### src/rtl/fpdiv_feeder.sv
// Operand FIFO and issue/collect sequencer for the half-width floating-point divider.
// Define FPDIV_TIMEOUT_EN to add the WAIT watchdog and the sticky err output.
module fpdiv_feeder #(
    parameter int DEPTH   = 4,
    parameter int TIMEOUT = 64
) (
    input  logic                         clk,
    input  logic                         rst,
    input  logic                         in_valid,
    output logic                         in_ready,
    input  logic [15:0]                  in_a,
    input  logic [15:0]                  in_b,
    output logic                         out_valid,
    input  logic                         out_ready,
    output logic [15:0]                  out_y,
    output logic [15:0]                  div_x1,
    output logic [15:0]                  div_x2,
    output logic                         div_en,
    input  logic [15:0]                  div_y,
    input  logic                         div_ready,
    output logic                         busy,
    output logic [$clog2(DEPTH+1)-1:0]   fifo_count
`ifdef FPDIV_TIMEOUT_EN
    ,
    output logic                         err
`endif
);

    localparam int AW = $clog2(DEPTH);
    localparam int CW = $clog2(DEPTH + 1);

    typedef enum logic [1:0] {IDLE, ISSUE, WAIT} state_t;

    state_t          state, state_next;
    logic [15:0]     mem_a [DEPTH];
    logic [15:0]     mem_b [DEPTH];
    logic [AW-1:0]   wr_ptr, rd_ptr;
    logic [CW-1:0]   count;
    logic            push, pop, done, expired;

    assign in_ready   = (count < CW'(DEPTH));
    assign fifo_count = count;
    assign push       = in_valid && in_ready;
    assign pop        = (state == IDLE) && (count != '0) && !out_valid;
    assign done       = (state == WAIT) && div_ready;
    assign div_en     = (state == ISSUE);
    assign busy       = (state != IDLE);

`ifdef FPDIV_TIMEOUT_EN
    localparam int TW = $clog2(TIMEOUT + 1);
    logic [TW-1:0] timer;

    // A real result arriving on the expiry cycle takes priority over the timeout.
    assign expired = (state == WAIT) && !div_ready && (timer == TW'(TIMEOUT - 1));

    always_ff @(posedge clk or negedge rst) begin
        if (!rst) begin
            timer <= '0;
            err   <= 1'b0;
        end else begin
            timer <= (state == WAIT) ? timer + 1'b1 : '0;
            if (expired)
                err <= 1'b1;
        end
    end
`else
    assign expired = 1'b0;
`endif

    always_ff @(posedge clk) begin
        if (push) begin
            mem_a[wr_ptr] <= in_a;
            mem_b[wr_ptr] <= in_b;
        end
    end

    always_ff @(posedge clk or negedge rst) begin
        if (!rst) begin
            wr_ptr <= '0;
            rd_ptr <= '0;
            count  <= '0;
        end else begin
            if (push)
                wr_ptr <= wr_ptr + 1'b1;
            if (pop)
                rd_ptr <= rd_ptr + 1'b1;
            case ({push, pop})
                2'b10:   count <= count + 1'b1;
                2'b01:   count <= count - 1'b1;
                default: count <= count;
            endcase
        end
    end

    always_ff @(posedge clk or negedge rst) begin
        if (!rst)
            state <= IDLE;
        else
            state <= state_next;
    end

    always_comb begin
        state_next = state;
        case (state)
            IDLE:    if (pop) state_next = ISSUE;
            ISSUE:   state_next = WAIT;
            WAIT:    if (div_ready || expired) state_next = IDLE;
            default: state_next = IDLE;
        endcase
    end

    // Operands stay on the divider inputs until the next pop replaces them.
    always_ff @(posedge clk or negedge rst) begin
        if (!rst) begin
            div_x1 <= '0;
            div_x2 <= '0;
        end else if (pop) begin
            div_x1 <= mem_a[rd_ptr];
            div_x2 <= mem_b[rd_ptr];
        end
    end

    always_ff @(posedge clk or negedge rst) begin
        if (!rst) begin
            out_y     <= '0;
            out_valid <= 1'b0;
        end else if (done) begin
            out_y     <= div_y;
            out_valid <= 1'b1;
        end else if (expired) begin
            out_y     <= 16'hFFFF;
            out_valid <= 1'b1;
        end else if (out_valid && out_ready) begin
            out_valid <= 1'b0;
        end
    end

endmodule

### config.mk
export PLATFORM = sky130hd
export DESIGN_NAME = fpdiv_feeder
export DESIGN_NICKNAME = d
export VERILOG_FILES = /design/src/rtl/fpdiv_feeder.sv
export SDC_FILE = /design/constraint.sdc
export NUM_CORES = 1
export LEC_CHECK = 0
export CAP_MARGIN = 40
export CORE_MARGIN = 8
export CORE_UTILIZATION = 34
export DETAILED_ROUTE_END_ITERATION = 10
export PLACE_DENSITY_LB_ADDON = 0.08
export RECOVER_POWER = 50
export SLEW_MARGIN = 20
export SYNTH_ARGS = -nofsm -noshare
export SYNTH_HDL_FRONTEND = slang
export SYNTH_SLANG_ARGS = --single-unit
### constraint.sdc
create_clock -name clk -period 2.4 [get_ports clk]
set_input_delay 0.48 -clock clk [delete_from_list [all_inputs] [get_ports clk]]
set_output_delay 0.48 -clock clk [all_outputs]
set_load 0.02 [all_outputs]
==> implementation parameters <==
Parameter                              Value

Outcome
  Result of the run ... completed

Global routing
  Vias in the first global route ... 3776
  Overall routing resource usage ... 0.114
  Number of antenna violations at the first check in global routing ... 0
  Pin count of the biggest net entering global routing ... 49
  Wire length of the first global-routing pass ... 21.9 mm
  Congestion Overflow GR ... 0

Synth
  Seq cells post-synth ... 186
  Mapped Avg Cell Area ... 21.7 um2
  Number of warnings printed during yosys synthesis ... 0
  Post-Syn Nets ... 378
  Count of different cell masters after synthesis ... 26
  Post-synthesis instance area ... 6930 um2
  Cell count after synthesis ... 319
  Post-synthesis sequential area ratio ... 0.764

Final layout
  Register cell area after layout ... 5300 um2
  Ant. Diodes ... 0
  Area growth, synth to finish ... 30.1%
  Combined area of the multi-input logic cells ... 1530 um2
  Ratio of cells with drive above 1 in the final layout ... 0.281
  Final net count ... 505
  Count of filler cells inserted in the layout ... 1722
  Number of non-filler instances in the completed layout ... 729
  Layout Utilization ... 0.449

Routing
  Vias after detailed routing ... 3315
  Routed wire length ... 13.8 mm
  Number of iterations in the first detailed-routing pass ... 4
  Detail Route Antenna Nets ... 0
  Initial DRC count ... 148
  Vias per std cell ... 4.55
  Average wire per standard cell ... 18.9 um
  DRC violations left ... 0

Power and ir drop
  P per Cell Area ... 1320 nW/um2
  Maximum vdd drop ... 0.523 mV
  Leakage component of the power ... 3.18 nW

Die
  Initial Utilization ... 0.345
  Horizontal die dimension ... 159 um
  Floorplan Core Area ... 20100 um2
  Die area ... 25200 um2
  # IOs ... 108
  Number of placement rows ... 52
  Die height ... 159 um

Clock network
  Number of buffers added by the clock tree synthesis step ... 17
  Max Root-Sink Buffers ... 2
  # Post-CTS Setup Buffers ... 0
  H-Tree Level Count ... 4
  Clock tree from TritonCTS ... done
  CTS root buf ... sky130_fd_sc_hd__clkbuf_16
  Reg clk slew, reported paths ... 0.07 ns
  Clock insertion delay at the later pin of the skew report ... 0.42 ns
  Number of buffers inserted for hold repair after clock tree synthesis ... 0
  Clock sink count ... 186
  Count of instances resized after the clock tree is built ... 0

Place
  Number of buffers inserted by port buffering ... 107
  Placed Instances ... 697
  Weighted congestion reported at the end of routability-driven placement ... 0.690
  Post-Place Setup Slack ... 0.233 ns
  HPWL after detailed placement ... 8.66 mm

Worst setup path
  Arrival time reported for the critical path endpoint ... 1.78 ns
  Highest net fanout along the worst path ... 4
  Critical Path End Type ... output port
  Required time at the worst-slack endpoint ... 1.92 ns
  R2R setup slack ... 0.39 ns
  CP startpoint kind ... flop
  Critical path type ... flop to output port

Timing
  Post-route fraction of the period consumed by the critical path ... 0.943
  Worst rel slew slack ... 0.102
  Setup repair after global routing missed its margin ... false
  Worst setup skew after layout ... 0.0104 ns
  Maximum operating frequency ... 442 MHz
  Hold violation total from the final report ... 0
  Shortest period the worst path allows ... 2.26 ns
  Final Slew Violations ... 0
  Final WS setup ... 0.136 ns
  Worst hold margin ... 0.356 ns
  Fin Setup TNS ... 0 ns
  Final setup viols ... 0
  Slew at the pin closest to its max-slew limit ... 1.35 ns

Hold path
  Worst hold-check path type ... input port to asynchronous set/reset pin

Job
  Number of maximum-capacitance violations ... 0
critical path, cell delays in order (launching register included):
cell and delay (ns):
sky130_fd_sc_hd__dfrtp_1 0.38, sky130_fd_sc_hd__or2_0 0.29, sky130_fd_sc_hd__clkdlybuf4s50_1 0.70
final cells by class:
cell class              instances  area share
inverters                       8     0.00333
clock buffers                  20      0.0495
clock inverters                12      0.0205
multi-input cells             111       0.169
flip-flops and latches        186       0.587
repair buffers                122       0.133
well taps                     270      0.0374
cells in the final DEF (no fill, tap or decap), types with 3 or more instances in the layout:
cell type / count
sky130_fd_sc_hd__clkbuf_16: 17
sky130_fd_sc_hd__clkdlybuf4s50_1: 72
sky130_fd_sc_hd__inv_6: 4
sky130_fd_sc_hd__mux2_2: 48
sky130_fd_sc_hd__dfrtp_1: 56
sky130_fd_sc_hd__clkbuf_1: 5
sky130_fd_sc_hd__ha_1: 5
sky130_fd_sc_hd__edfxtp_1: 128
sky130_fd_sc_hd__buf_12: 3
sky130_fd_sc_hd__inv_1: 8
sky130_fd_sc_hd__bufinv_16: 4
sky130_fd_sc_hd__xnor2_1: 3
sky130_fd_sc_hd__clkinvlp_4: 4
sky130_fd_sc_hd__buf_4: 7
sky130_fd_sc_hd__mux4_2: 32
sky130_fd_sc_hd__clkbuf_2: 3
sky130_fd_sc_hd__dlygate4sd3_1: 34
sky130_fd_sc_hd__xor2_1: 3
logic make-up after synthesis:
family,share of synthesized area
mux,0.183
xor+xnor,0.00758
flops,0.764
simple gates,0.0155
buf+inv,0.0166
compound gates,0.00144
fa+ha+maj,0.0119
path summary, 6_finish.rpt:
kind                               start             to  cells after the start
worst max-delay path            state[1]           busy                      2
max in group asynchronous            rst      div_x1[0]                      2
min in group clk                out_y[0]       out_y[0]                      1
worst min register to register  out_y[0]       out_y[0]                      1
worst min-delay path                 rst     div_x1[11]                      1
worst max register to register  state[0]  fifo_count[2]                      8
metal layers:
metal  share of wire  wire, um  GRT usage
met1            0.46      6290      0.136
met2            0.48      6630      0.190
met3           0.052       716     0.0406
met4          0.0096       132     0.0364
met5               0         0          0
per-stage QoR:
step	total power [W]	cell area, um2
after floorplan	0.00740	6930
after global placement	0.00914	8440
after detailed placement	0.00918	8440
after CTS	0.0122	9070
after global routing	0.0126	9020
final	0.0119	9020
power breakdown:
group | leakage, nW | total, W | internal, W | switching (W)
Combinational | 1.04 | 0.00430 | 0.00226 | 0.00204
Sequential | 1.85 | 0.00465 | 0.00430 | 0.000349
Clock | 0.294 | 0.00297 | 0.00179 | 0.00118
sequential cells by signal (all words and copies together), names as in the netlist:
name and cells:
state 2, mem_a 64, div_x2 16, rd_ptr 2, fifo_count 3, wr_ptr 2
div_x1 16, out_valid 1, mem_b 64, out_y 16
synthesized netlist by cell type (all sizes together):
cell | number | area (um2)
nor2b | 2 | 12.5
ha | 5 | 62.6
nand3b | 1 | 7.51
mux4 | 32 | 721
dfrtp | 58 | 1450
nor2 | 1 | 3.75
fa | 1 | 20.0
clkbuf | 5 | 18.8
nand2 | 1 | 3.75
mux2 | 48 | 541
nor3b | 1 | 7.51
buf | 9 | 66.3
inv | 8 | 30.0
edfxtp | 128 | 3840
or2 | 2 | 12.5
xnor2 | 3 | 26.3
mux2i | 1 | 10.0
and2 | 4 | 25.0
nor3 | 3 | 26.3
nor4b | 1 | 8.76
xor2 | 3 | 26.3
o21ai | 2 | 10.0
Note: power is estimated with default switching activity, not from simulation.
